## config.mk

```make
export PLATFORM = sky130hd
export DESIGN_NAME = cpu_decode_flat
export DESIGN_NICKNAME = d
export VERILOG_FILES = /design/src/rtl/cpu_pkg.sv /design/src/rtl/cpu_decode_if.sv /design/src/rtl/cpu_decode_fifo.sv /design/src/rtl/cpu_decode.sv /design/src/flat_wrapper.sv
export SDC_FILE = /design/constraint.sdc
export NUM_CORES = 1
export LEC_CHECK = 0
export ABC_AREA = 1
export CAP_MARGIN = 15
export CELL_PAD_IN_SITES_DETAIL_PLACEMENT = 1
export CELL_PAD_IN_SITES_GLOBAL_PLACEMENT = 1
export CORE_ASPECT_RATIO = 1.25
export CORE_MARGIN = 2
export CORE_UTILIZATION = 35
export CTS_CLUSTER_DIAMETER = 60
export DETAILED_ROUTE_END_ITERATION = 10
export PLACE_DENSITY = 0.77
export SYNTH_ARGS = -nofsm -noshare
export SYNTH_HDL_FRONTEND = slang
export SYNTH_SLANG_ARGS = --single-unit
```

## constraint.sdc

```tcl
create_clock -name i_clock -period 3.9 [get_ports i_clock]
set_clock_uncertainty 0.05 [all_clocks]
set_input_delay 0.78 -clock i_clock [delete_from_list [all_inputs] [get_ports i_clock]]
set_output_delay 0.78 -clock i_clock [all_outputs]
set_load 0.05 [all_outputs]
```

## src/rtl/cpu_pkg.sv

```systemverilog
// cpu_pkg: shared RV32I decode definitions for the Rv32H decode stage.
//   - OPC_* : 7-bit major opcode constants
//   - op_t  : 4-bit op class; ILLEGAL is the all-zero encoding so reset yields it
//   - imm_fmt_t : immediate format selector
//   - decode_op / imm_fmt_of / decode_imm : pure combinational helpers
package cpu_pkg;

    localparam logic [6:0] OPC_LUI    = 7'b0110111;
    localparam logic [6:0] OPC_AUIPC  = 7'b0010111;
    localparam logic [6:0] OPC_JAL    = 7'b1101111;
    localparam logic [6:0] OPC_JALR   = 7'b1100111;
    localparam logic [6:0] OPC_BRANCH = 7'b1100011;
    localparam logic [6:0] OPC_LOAD   = 7'b0000011;
    localparam logic [6:0] OPC_STORE  = 7'b0100011;
    localparam logic [6:0] OPC_OP_IMM = 7'b0010011;
    localparam logic [6:0] OPC_OP     = 7'b0110011;
    localparam logic [6:0] OPC_FENCE  = 7'b0001111;
    localparam logic [6:0] OPC_SYSTEM = 7'b1110011;

    typedef enum logic [3:0] {
        OP_ILLEGAL = 4'd0,
        OP_LUI     = 4'd1,
        OP_AUIPC   = 4'd2,
        OP_JAL     = 4'd3,
        OP_JALR    = 4'd4,
        OP_BRANCH  = 4'd5,
        OP_LOAD    = 4'd6,
        OP_STORE   = 4'd7,
        OP_OP_IMM  = 4'd8,
        OP_OP      = 4'd9,
        OP_FENCE   = 4'd10,
        OP_SYSTEM  = 4'd11
    } op_t;

    typedef enum logic [2:0] {
        IMM_NONE,
        IMM_I,
        IMM_S,
        IMM_B,
        IMM_U,
        IMM_J
    } imm_fmt_t;

    // Compressed-space words (bits [1:0] != 2'b11) are never RV32I.
    function automatic op_t decode_op(input logic [31:0] instr);
        op_t op;
        op = OP_ILLEGAL;
        if (instr[1:0] == 2'b11) begin
            case (instr[6:0])
                OPC_LUI:    op = OP_LUI;
                OPC_AUIPC:  op = OP_AUIPC;
                OPC_JAL:    op = OP_JAL;
                OPC_JALR:   op = OP_JALR;
                OPC_BRANCH: op = OP_BRANCH;
                OPC_LOAD:   op = OP_LOAD;
                OPC_STORE:  op = OP_STORE;
                OPC_OP_IMM: op = OP_OP_IMM;
                OPC_OP:     op = OP_OP;
                OPC_FENCE:  op = OP_FENCE;
                OPC_SYSTEM: op = OP_SYSTEM;
                default:    op = OP_ILLEGAL;
            endcase
        end
        return op;
    endfunction

    function automatic imm_fmt_t imm_fmt_of(input op_t op);
        imm_fmt_t fmt;
        case (op)
            OP_JALR, OP_LOAD, OP_OP_IMM, OP_SYSTEM: fmt = IMM_I;
            OP_STORE:                               fmt = IMM_S;
            OP_BRANCH:                              fmt = IMM_B;
            OP_LUI, OP_AUIPC:                       fmt = IMM_U;
            OP_JAL:                                 fmt = IMM_J;
            default:                                fmt = IMM_NONE;
        endcase
        return fmt;
    endfunction

    function automatic logic [31:0] decode_imm(input logic [31:0] instr, input imm_fmt_t fmt);
        logic [31:0] imm;
        case (fmt)
            IMM_I:   imm = {{20{instr[31]}}, instr[31:20]};
            IMM_S:   imm = {{20{instr[31]}}, instr[31:25], instr[11:7]};
            IMM_B:   imm = {{19{instr[31]}}, instr[31], instr[7], instr[30:25], instr[11:8], 1'b0};
            IMM_U:   imm = {instr[31:12], 12'b0};
            IMM_J:   imm = {{11{instr[31]}}, instr[31], instr[19:12], instr[20], instr[30:21],
                            1'b0};
            default: imm = 32'd0;
        endcase
        return imm;
    endfunction

endpackage

```

## src/rtl/cpu_decode_if.sv

```systemverilog
// cpu_decode_if: fetch-side inputs and execute-side valid/ready slot of the decode stage.
//   slave  : decode stage view (fetch/ready in, decoded slot out)
//   master : surrounding pipeline view
interface cpu_decode_if;
    import cpu_pkg::*;

    logic        i_fetched;
    logic [31:0] i_instruction;
    logic [31:0] i_pc;
    logic        i_ready;

    logic        o_valid;
    logic [31:0] o_pc;
    logic [31:0] o_instruction;
    op_t         o_op;
    logic [4:0]  o_rd;
    logic [4:0]  o_rs1;
    logic [4:0]  o_rs2;
    logic [2:0]  o_funct3;
    logic        o_funct7b5;
    logic [31:0] o_imm;
    logic        o_illegal;
    logic        o_overflow;

    modport slave (
        input  i_fetched, i_instruction, i_pc, i_ready,
        output o_valid, o_pc, o_instruction, o_op, o_rd, o_rs1, o_rs2, o_funct3,
               o_funct7b5, o_imm, o_illegal, o_overflow
    );

    modport master (
        output i_fetched, i_instruction, i_pc, i_ready,
        input  o_valid, o_pc, o_instruction, o_op, o_rd, o_rs1, o_rs2, o_funct3,
               o_funct7b5, o_imm, o_illegal, o_overflow
    );

endinterface

```

## src/rtl/cpu_decode_fifo.sv

```systemverilog
// cpu_decode_fifo: 2-entry, 64-bit FIFO holding {pc, instruction} from fetch.
//   i_clock, i_reset : clock, async active-high reset (empties the FIFO)
//   i_push, i_data   : write request and data; ignored when full unless popping too
//   i_pop            : read request; ignored when empty
//   o_data           : head entry (valid when !o_empty)
//   o_empty, o_full  : occupancy flags
module cpu_decode_fifo (
    input  logic        i_clock,
    input  logic        i_reset,
    input  logic        i_push,
    input  logic        i_pop,
    input  logic [63:0] i_data,
    output logic [63:0] o_data,
    output logic        o_empty,
    output logic        o_full
);

    logic [63:0] mem_q [2];
    logic        wr_ptr_q;
    logic        rd_ptr_q;
    logic [1:0]  count_q;
    logic        do_push;
    logic        do_pop;

    assign o_empty = (count_q == 2'd0);
    assign o_full  = (count_q == 2'd2);
    assign o_data  = mem_q[rd_ptr_q];

    // A push into a full FIFO is accepted only when the head leaves on the same edge.
    assign do_push = i_push && (!o_full || i_pop);
    assign do_pop  = i_pop && !o_empty;

    always_ff @(posedge i_clock or posedge i_reset) begin
        if (i_reset) begin
            wr_ptr_q <= 1'b0;
            rd_ptr_q <= 1'b0;
            count_q  <= 2'd0;
        end else begin
            if (do_push) begin
                wr_ptr_q <= wr_ptr_q + 1'b1;
            end
            if (do_pop) begin
                rd_ptr_q <= rd_ptr_q + 1'b1;
            end
            case ({do_push, do_pop})
                2'b10:   count_q <= count_q + 2'd1;
                2'b01:   count_q <= count_q - 2'd1;
                default: count_q <= count_q;
            endcase
        end
    end

    // Storage needs no reset; occupancy is tracked by the pointers and count.
    always_ff @(posedge i_clock) begin
        if (do_push) begin
            mem_q[wr_ptr_q] <= i_data;
        end
    end

endmodule

```

## src/rtl/cpu_decode.sv

```systemverilog
// cpu_decode: RV32I decode stage.
//   i_clock, i_reset : clock, async active-high reset (clears FIFO and all outputs)
//   bus (slave)      : fetch pulse {i_fetched, i_instruction, i_pc}, execute handshake
//                      {o_valid, i_ready}, registered decoded fields and sticky o_overflow
// Fetch words are buffered in a 2-entry FIFO; the head is decoded combinationally and
// captured into the output slot whenever the slot is free.
module cpu_decode
    import cpu_pkg::*;
(
    input  logic   i_clock,
    input  logic   i_reset,
    cpu_decode_if.slave bus
);

    logic        slot_free;
    logic        fifo_pop;
    logic        fifo_empty;
    logic        fifo_full;
    logic [63:0] fifo_head;
    logic [31:0] head_pc;
    logic [31:0] head_instr;
    op_t         head_op;
    logic [31:0] head_imm;

    // Slot can take a new entry if empty or being handed off this edge.
    assign slot_free = !bus.o_valid || bus.i_ready;
    assign fifo_pop  = slot_free && !fifo_empty;

    cpu_decode_fifo u_fifo (
        .i_clock (i_clock),
        .i_reset (i_reset),
        .i_push  (bus.i_fetched),
        .i_pop   (fifo_pop),
        .i_data  ({bus.i_pc, bus.i_instruction}),
        .o_data  (fifo_head),
        .o_empty (fifo_empty),
        .o_full  (fifo_full)
    );

    assign head_pc    = fifo_head[63:32];
    assign head_instr = fifo_head[31:0];
    assign head_op    = decode_op(head_instr);
    assign head_imm   = decode_imm(head_instr, imm_fmt_of(head_op));

    always_ff @(posedge i_clock or posedge i_reset) begin
        if (i_reset) begin
            bus.o_valid       <= 1'b0;
            bus.o_pc          <= 32'd0;
            bus.o_instruction <= 32'd0;
            bus.o_op          <= OP_ILLEGAL;
            bus.o_rd          <= 5'd0;
            bus.o_rs1         <= 5'd0;
            bus.o_rs2         <= 5'd0;
            bus.o_funct3      <= 3'd0;
            bus.o_funct7b5    <= 1'b0;
            bus.o_imm         <= 32'd0;
            bus.o_illegal     <= 1'b0;
            bus.o_overflow    <= 1'b0;
        end else begin
            // Dropped word: FIFO full and the head is not leaving this edge.
            if (bus.i_fetched && fifo_full && !fifo_pop) begin
                bus.o_overflow <= 1'b1;
            end
            if (slot_free) begin
                bus.o_valid <= !fifo_empty;
                if (!fifo_empty) begin
                    bus.o_pc          <= head_pc;
                    bus.o_instruction <= head_instr;
                    bus.o_op          <= head_op;
                    bus.o_rd          <= head_instr[11:7];
                    bus.o_rs1         <= head_instr[19:15];
                    bus.o_rs2         <= head_instr[24:20];
                    bus.o_funct3      <= head_instr[14:12];
                    bus.o_funct7b5    <= head_instr[30];
                    bus.o_imm         <= head_imm;
                    bus.o_illegal     <= (head_op == OP_ILLEGAL);
                end
            end
        end
    end

endmodule

```

## src/flat_wrapper.sv

```systemverilog
// flat-port wrapper written by rule: the top's interface ports become plain ports
module cpu_decode_flat import cpu_pkg::*;
  (i_clock, i_reset, bus_i_fetched, bus_i_instruction, bus_i_pc, bus_i_ready, bus_o_valid, bus_o_pc, bus_o_instruction, bus_o_op, bus_o_rd, bus_o_rs1, bus_o_rs2, bus_o_funct3, bus_o_funct7b5, bus_o_imm, bus_o_illegal, bus_o_overflow);
  cpu_decode_if bus_i ();
  input  logic i_clock;
  input  logic i_reset;
  input wire logic [$bits(bus_i.i_fetched)-1:0] bus_i_fetched;
  input wire logic [$bits(bus_i.i_instruction)-1:0] bus_i_instruction;
  input wire logic [$bits(bus_i.i_pc)-1:0] bus_i_pc;
  input wire logic [$bits(bus_i.i_ready)-1:0] bus_i_ready;
  output wire logic [$bits(bus_i.o_valid)-1:0] bus_o_valid;
  output wire logic [$bits(bus_i.o_pc)-1:0] bus_o_pc;
  output wire logic [$bits(bus_i.o_instruction)-1:0] bus_o_instruction;
  output wire logic [$bits(bus_i.o_op)-1:0] bus_o_op;
  output wire logic [$bits(bus_i.o_rd)-1:0] bus_o_rd;
  output wire logic [$bits(bus_i.o_rs1)-1:0] bus_o_rs1;
  output wire logic [$bits(bus_i.o_rs2)-1:0] bus_o_rs2;
  output wire logic [$bits(bus_i.o_funct3)-1:0] bus_o_funct3;
  output wire logic [$bits(bus_i.o_funct7b5)-1:0] bus_o_funct7b5;
  output wire logic [$bits(bus_i.o_imm)-1:0] bus_o_imm;
  output wire logic [$bits(bus_i.o_illegal)-1:0] bus_o_illegal;
  output wire logic [$bits(bus_i.o_overflow)-1:0] bus_o_overflow;
  assign bus_i.i_fetched = bus_i_fetched;
  assign bus_i.i_instruction = bus_i_instruction;
  assign bus_i.i_pc = bus_i_pc;
  assign bus_i.i_ready = bus_i_ready;
  assign bus_o_valid = bus_i.o_valid;
  assign bus_o_pc = bus_i.o_pc;
  assign bus_o_instruction = bus_i.o_instruction;
  assign bus_o_op = bus_i.o_op;
  assign bus_o_rd = bus_i.o_rd;
  assign bus_o_rs1 = bus_i.o_rs1;
  assign bus_o_rs2 = bus_i.o_rs2;
  assign bus_o_funct3 = bus_i.o_funct3;
  assign bus_o_funct7b5 = bus_i.o_funct7b5;
  assign bus_o_imm = bus_i.o_imm;
  assign bus_o_illegal = bus_i.o_illegal;
  assign bus_o_overflow = bus_i.o_overflow;
  cpu_decode u_core (.i_clock(i_clock), .i_reset(i_reset), .bus(bus_i));
endmodule
```

==> impl_metrics.toml <==
[critical_path]
cp.required_ns = 4.30
crit_top_cell = "nand2_1"
slowest_stage = "dfrtp_2"
slowest_delay_ns = 0.51
crit_fanout = 13
cp-end-kind = "flip-flop"
critPathTopFamily = "simple AND/OR/NAND/NOR gates"
cp_num_buf_inv = 2
crit_type = "flip-flop to flip-flop"
critPathLaunchType = "flip-flop"
cp.arrival_ns = 3.48
crit_chain = "inv_2 -> nand2_1 -> nand2_1 -> nand2_8 -> nor2_2 -> nand2_2 -> nand2_1 -> inv_1 -> nand4_1 -> ha_1 -> nor2_2 -> nand2_4 -> nand4_2 -> nand2_1 -> nand2_1 -> nand2_1 -> nand2_1"

[die]
coreArea_sq_um = 26570
die_area_sq_um = 28180
start_util_pct = 35.36
ios = 190
die_h_um = 187.2
die_w_um = 150.6
rows = 67

[pwr]
pwr-share-seq_pct = 33.1
intPower_mw = 6.485
pwr-share-clk_pct = 19.8
swShare_pct = 45.17
switchingPower_mw = 5.343
leakagePower_nw = 5.161
power_frac_comb_pct = 47.1
p_per_area_nw_per_um2 = 957.8
ir_drop_uv = 513.7

[timing]
worst_pin_slew_ns = 0.7031
slew_violations = 0
period_share_pct = 79.04
setup_slack_ns = 0.8174
fin_setup_tns_ns = 0
post-route-min-period_ns = 3.083
finalSetupViolCount = 0
final-hold-violation-count = 0
relSlewSlack_pct = 53.13
rsz0062_at_grt = "false"
fmax_mhz = 324.4

[cts]
clockBufferDepth = 3
path_clk_slew_ns = 0.06
clock_latency_ns = 0.52
cts_tree = "done"
cts_root_buf = "clkbuf_16"
numCtsBuffers = 25
cts_hold_buf = 0
clock_sinks = 235
cts-resized-gates = 0
post_cts_buffers = 0
htreeDepth = 1

[final_layout]
area_growth_pct = 31.42
final_nets = 1077
drive_gt1_share_pct = 10.23
fill_cells = 2868

[synthesis]
synth_cells = 838
synth-seq-cells = 235
seq_area_frac_synth_pct = 69.40
synth-warning-count = 0
postSynthAreaPerCell_sq_um = 11.21
ys_types = 35
syn_area_sq_um = 9397
syn-num-nets = 908

[detailed_routing]
num_vias = 6545
viasPerCell = 4.770
wl_um = 23960
ant_nets = 0
drt_iter0_markers = 296
drc = 0
wl_per_cell_um = 17.46
drt_pre_antenna_iters = 4

[grt]
grt.total_usage_pct = 17.35
grt_antenna_before_repair = 1
grt_first_pass_wirelength_um = 38410
grt_pass1_vias = 7086
grt_max_degree = 127
grt_overflow_total = 0

[run_status]
outcome = "completed"

[worst_hold_path]
worst_hold_path_type = "flip-flop to flip-flop"

[placement]
port_buffers = 189
dp_hpwl_um = 15520
pre_cts_ws_ns = 0.8477
gp_congestion = 0.7931

[run]
maxCapViolCount = 0
worst paths after layout:
| check | endpoint | cells past startpoint | slack [ns] | from |
|---|---|---|---|---|
| setup / recovery | u_core.bus.o_imm[24]$_DFFE_PP0P_ | 17 | 0.82 | u_core.u_fifo.rd_ptr_q$_DFFE_PP0P_ |
| hold reg to reg | u_core.bus.o_instruction[25]$_DFFE_PP0P_ | 2 | 0.42 | u_core.bus.o_instruction[25]$_DFFE_PP0P_ |
| setup reg to reg | u_core.bus.o_imm[24]$_DFFE_PP0P_ | 17 | 0.82 | u_core.u_fifo.rd_ptr_q$_DFFE_PP0P_ |
| min in group asynchronous | u_core.bus.o_instruction[6]$_DFFE_PP0P_ | 2 | 0.64 | i_reset |
| max in group asynchronous | u_core.bus.o_instruction[30]$_DFFE_PP0P_ | 3 | 2.26 | i_reset |
| hold / removal | u_core.bus.o_instruction[25]$_DFFE_PP0P_ | 2 | 0.42 | u_core.bus.o_instruction[25]$_DFFE_PP0P_ |
tightest hold or removal path, delay by kind of cell (launching register included):
family        cells  cell delay [ns]
flops             1             0.34
simple gates      2             0.10
power by group through the flow:
stage	Sequential (mW)	Clock, mW	Combinational (mW)
after CTS	3.93	2.41	5.67
after detailed placement	3.96	0	5.65
after global placement	3.94	0	5.52
after floorplan	5.47	0	2.30
after global routing	4.01	2.50	5.99
final	3.91	2.34	5.57
synthesized netlist by cell type:
cell type / instances / area [sq um]
nor2_4: 2 / 22.52
nand2_1: 306 / 1149
inv_2: 5 / 18.77
a21oi_1: 7 / 35.03
o21ai_0: 26 / 130.1
o22ai_1: 1 / 6.260
o41ai_2: 1 / 16.27
ha_1: 2 / 25.02
nand2_2: 13 / 81.33
or2_2: 2 / 12.51
nor2_2: 7 / 43.79
nor2_1: 63 / 236.5
inv_1: 23 / 86.33
dfrtp_1: 107 / 2678
xnor2_1: 1 / 8.760
o21bai_1: 1 / 7.510
clkbuf_1: 24 / 90.09
xor2_1: 2 / 17.52
nand4_1: 2 / 12.51
nand2_8: 1 / 20.02
a31oi_1: 48 / 300.3
buf_1: 4 / 15.01
nand4_2: 1 / 12.51
edfxtp_1: 128 / 3844
nand3_1: 11 / 55.05
buf_8: 1 / 15.01
nand3_4: 2 / 35.03
nor3_1: 1 / 5.000
buf_2: 4 / 20.02
buf_6: 3 / 33.78
buf_4: 22 / 165.2
nand2_4: 10 / 112.6
nor2_8: 1 / 20.02
nor3_4: 1 / 16.27
nand3_2: 5 / 50.05
state kept, by name, summed over array words and instances, names as in the netlist:
name                      cells
u_core.u_fifo.mem_q         128
u_core.bus.o_imm             32
u_core.bus.o_pc              32
u_core.bus.o_instruction     18
u_core.bus.o_op               4
u_core.bus.o_rd               4
u_core.bus.o_rs1              4
u_core.bus.o_rs2              4
u_core.bus.o_funct3           2
u_core.u_fifo.count_q         2
u_core.bus.o_illegal          1
u_core.bus.o_overflow         1
u_core.bus.o_valid            1
u_core.u_fifo.rd_ptr_q        1
u_core.u_fifo.wr_ptr_q        1
logic make-up after synthesis:
kind of cell,share of synthesized area (%)
compound gates,5.273
flops,69.40
xor+xnor,0.2797
simple gates,20.05
buf+inv,4.727
fa+ha+maj,0.2663
cell type report:
class | count | area [sq um] | share of cell area [%]
multi-input combinational | 517 | 2457 | 19.90
clock buffer | 40 | 753.2 | 6.099
sequential | 235 | 6523 | 52.82
clock inverter | 6 | 62.56 | 0.5066
timing repair buffer | 200 | 2012 | 16.29
antenna | 1 | 2.502 | 0.02026
tap | 345 | 431.7 | 3.495
inverter | 28 | 107.6 | 0.8713
cells in the final DEF, fill, tap and decap left out, drive strengths merged, types with 2 or more instances in the layout:
cell type / n
nand2: 330
clkdlybuf4s50: 189
edfxtp: 128
dfrtp: 107
nor2: 73
a31oi: 48
clkbuf: 40
inv: 30
o21ai: 26
nand3: 18
buf: 11
a21oi: 7
clkinv: 3
nand4: 3
xor2: 2
or2: 2
ha: 2
nor3: 2
layer usage:
layer	share of wire [%]	up-vias	GRT usage (%)
li1	-	3105	-
met1	40	3255	20.60
met2	53	156	31.99
met3	5.3	29	3.073
met4	1.8	0	4.354
met5	0	-	0
through the flow:
| step | instance area (sq um) | total power [mW] | hold WS [ns] | utilization, % | std cells |
|---|---|---|---|---|---|
| global placement | 11530 | 9.460 | 0.4132 | 43.39 | 1325 |
| global route | 12350 | 12.50 | 0.4613 | 46.46 | 1371 |
| floorplan | 9402 | 7.772 | 0.4236 | - | 838 |
| CTS | 12350 | 12.01 | 0.4281 | 46.46 | 1371 |
| detailed placement | 11530 | 9.605 | 0.4121 | 43.39 | 1325 |
| finish | 12350 | 11.83 | 0.4210 | 46.47 | 1372 |
Note: power is estimated with default switching activity, not from simulation.
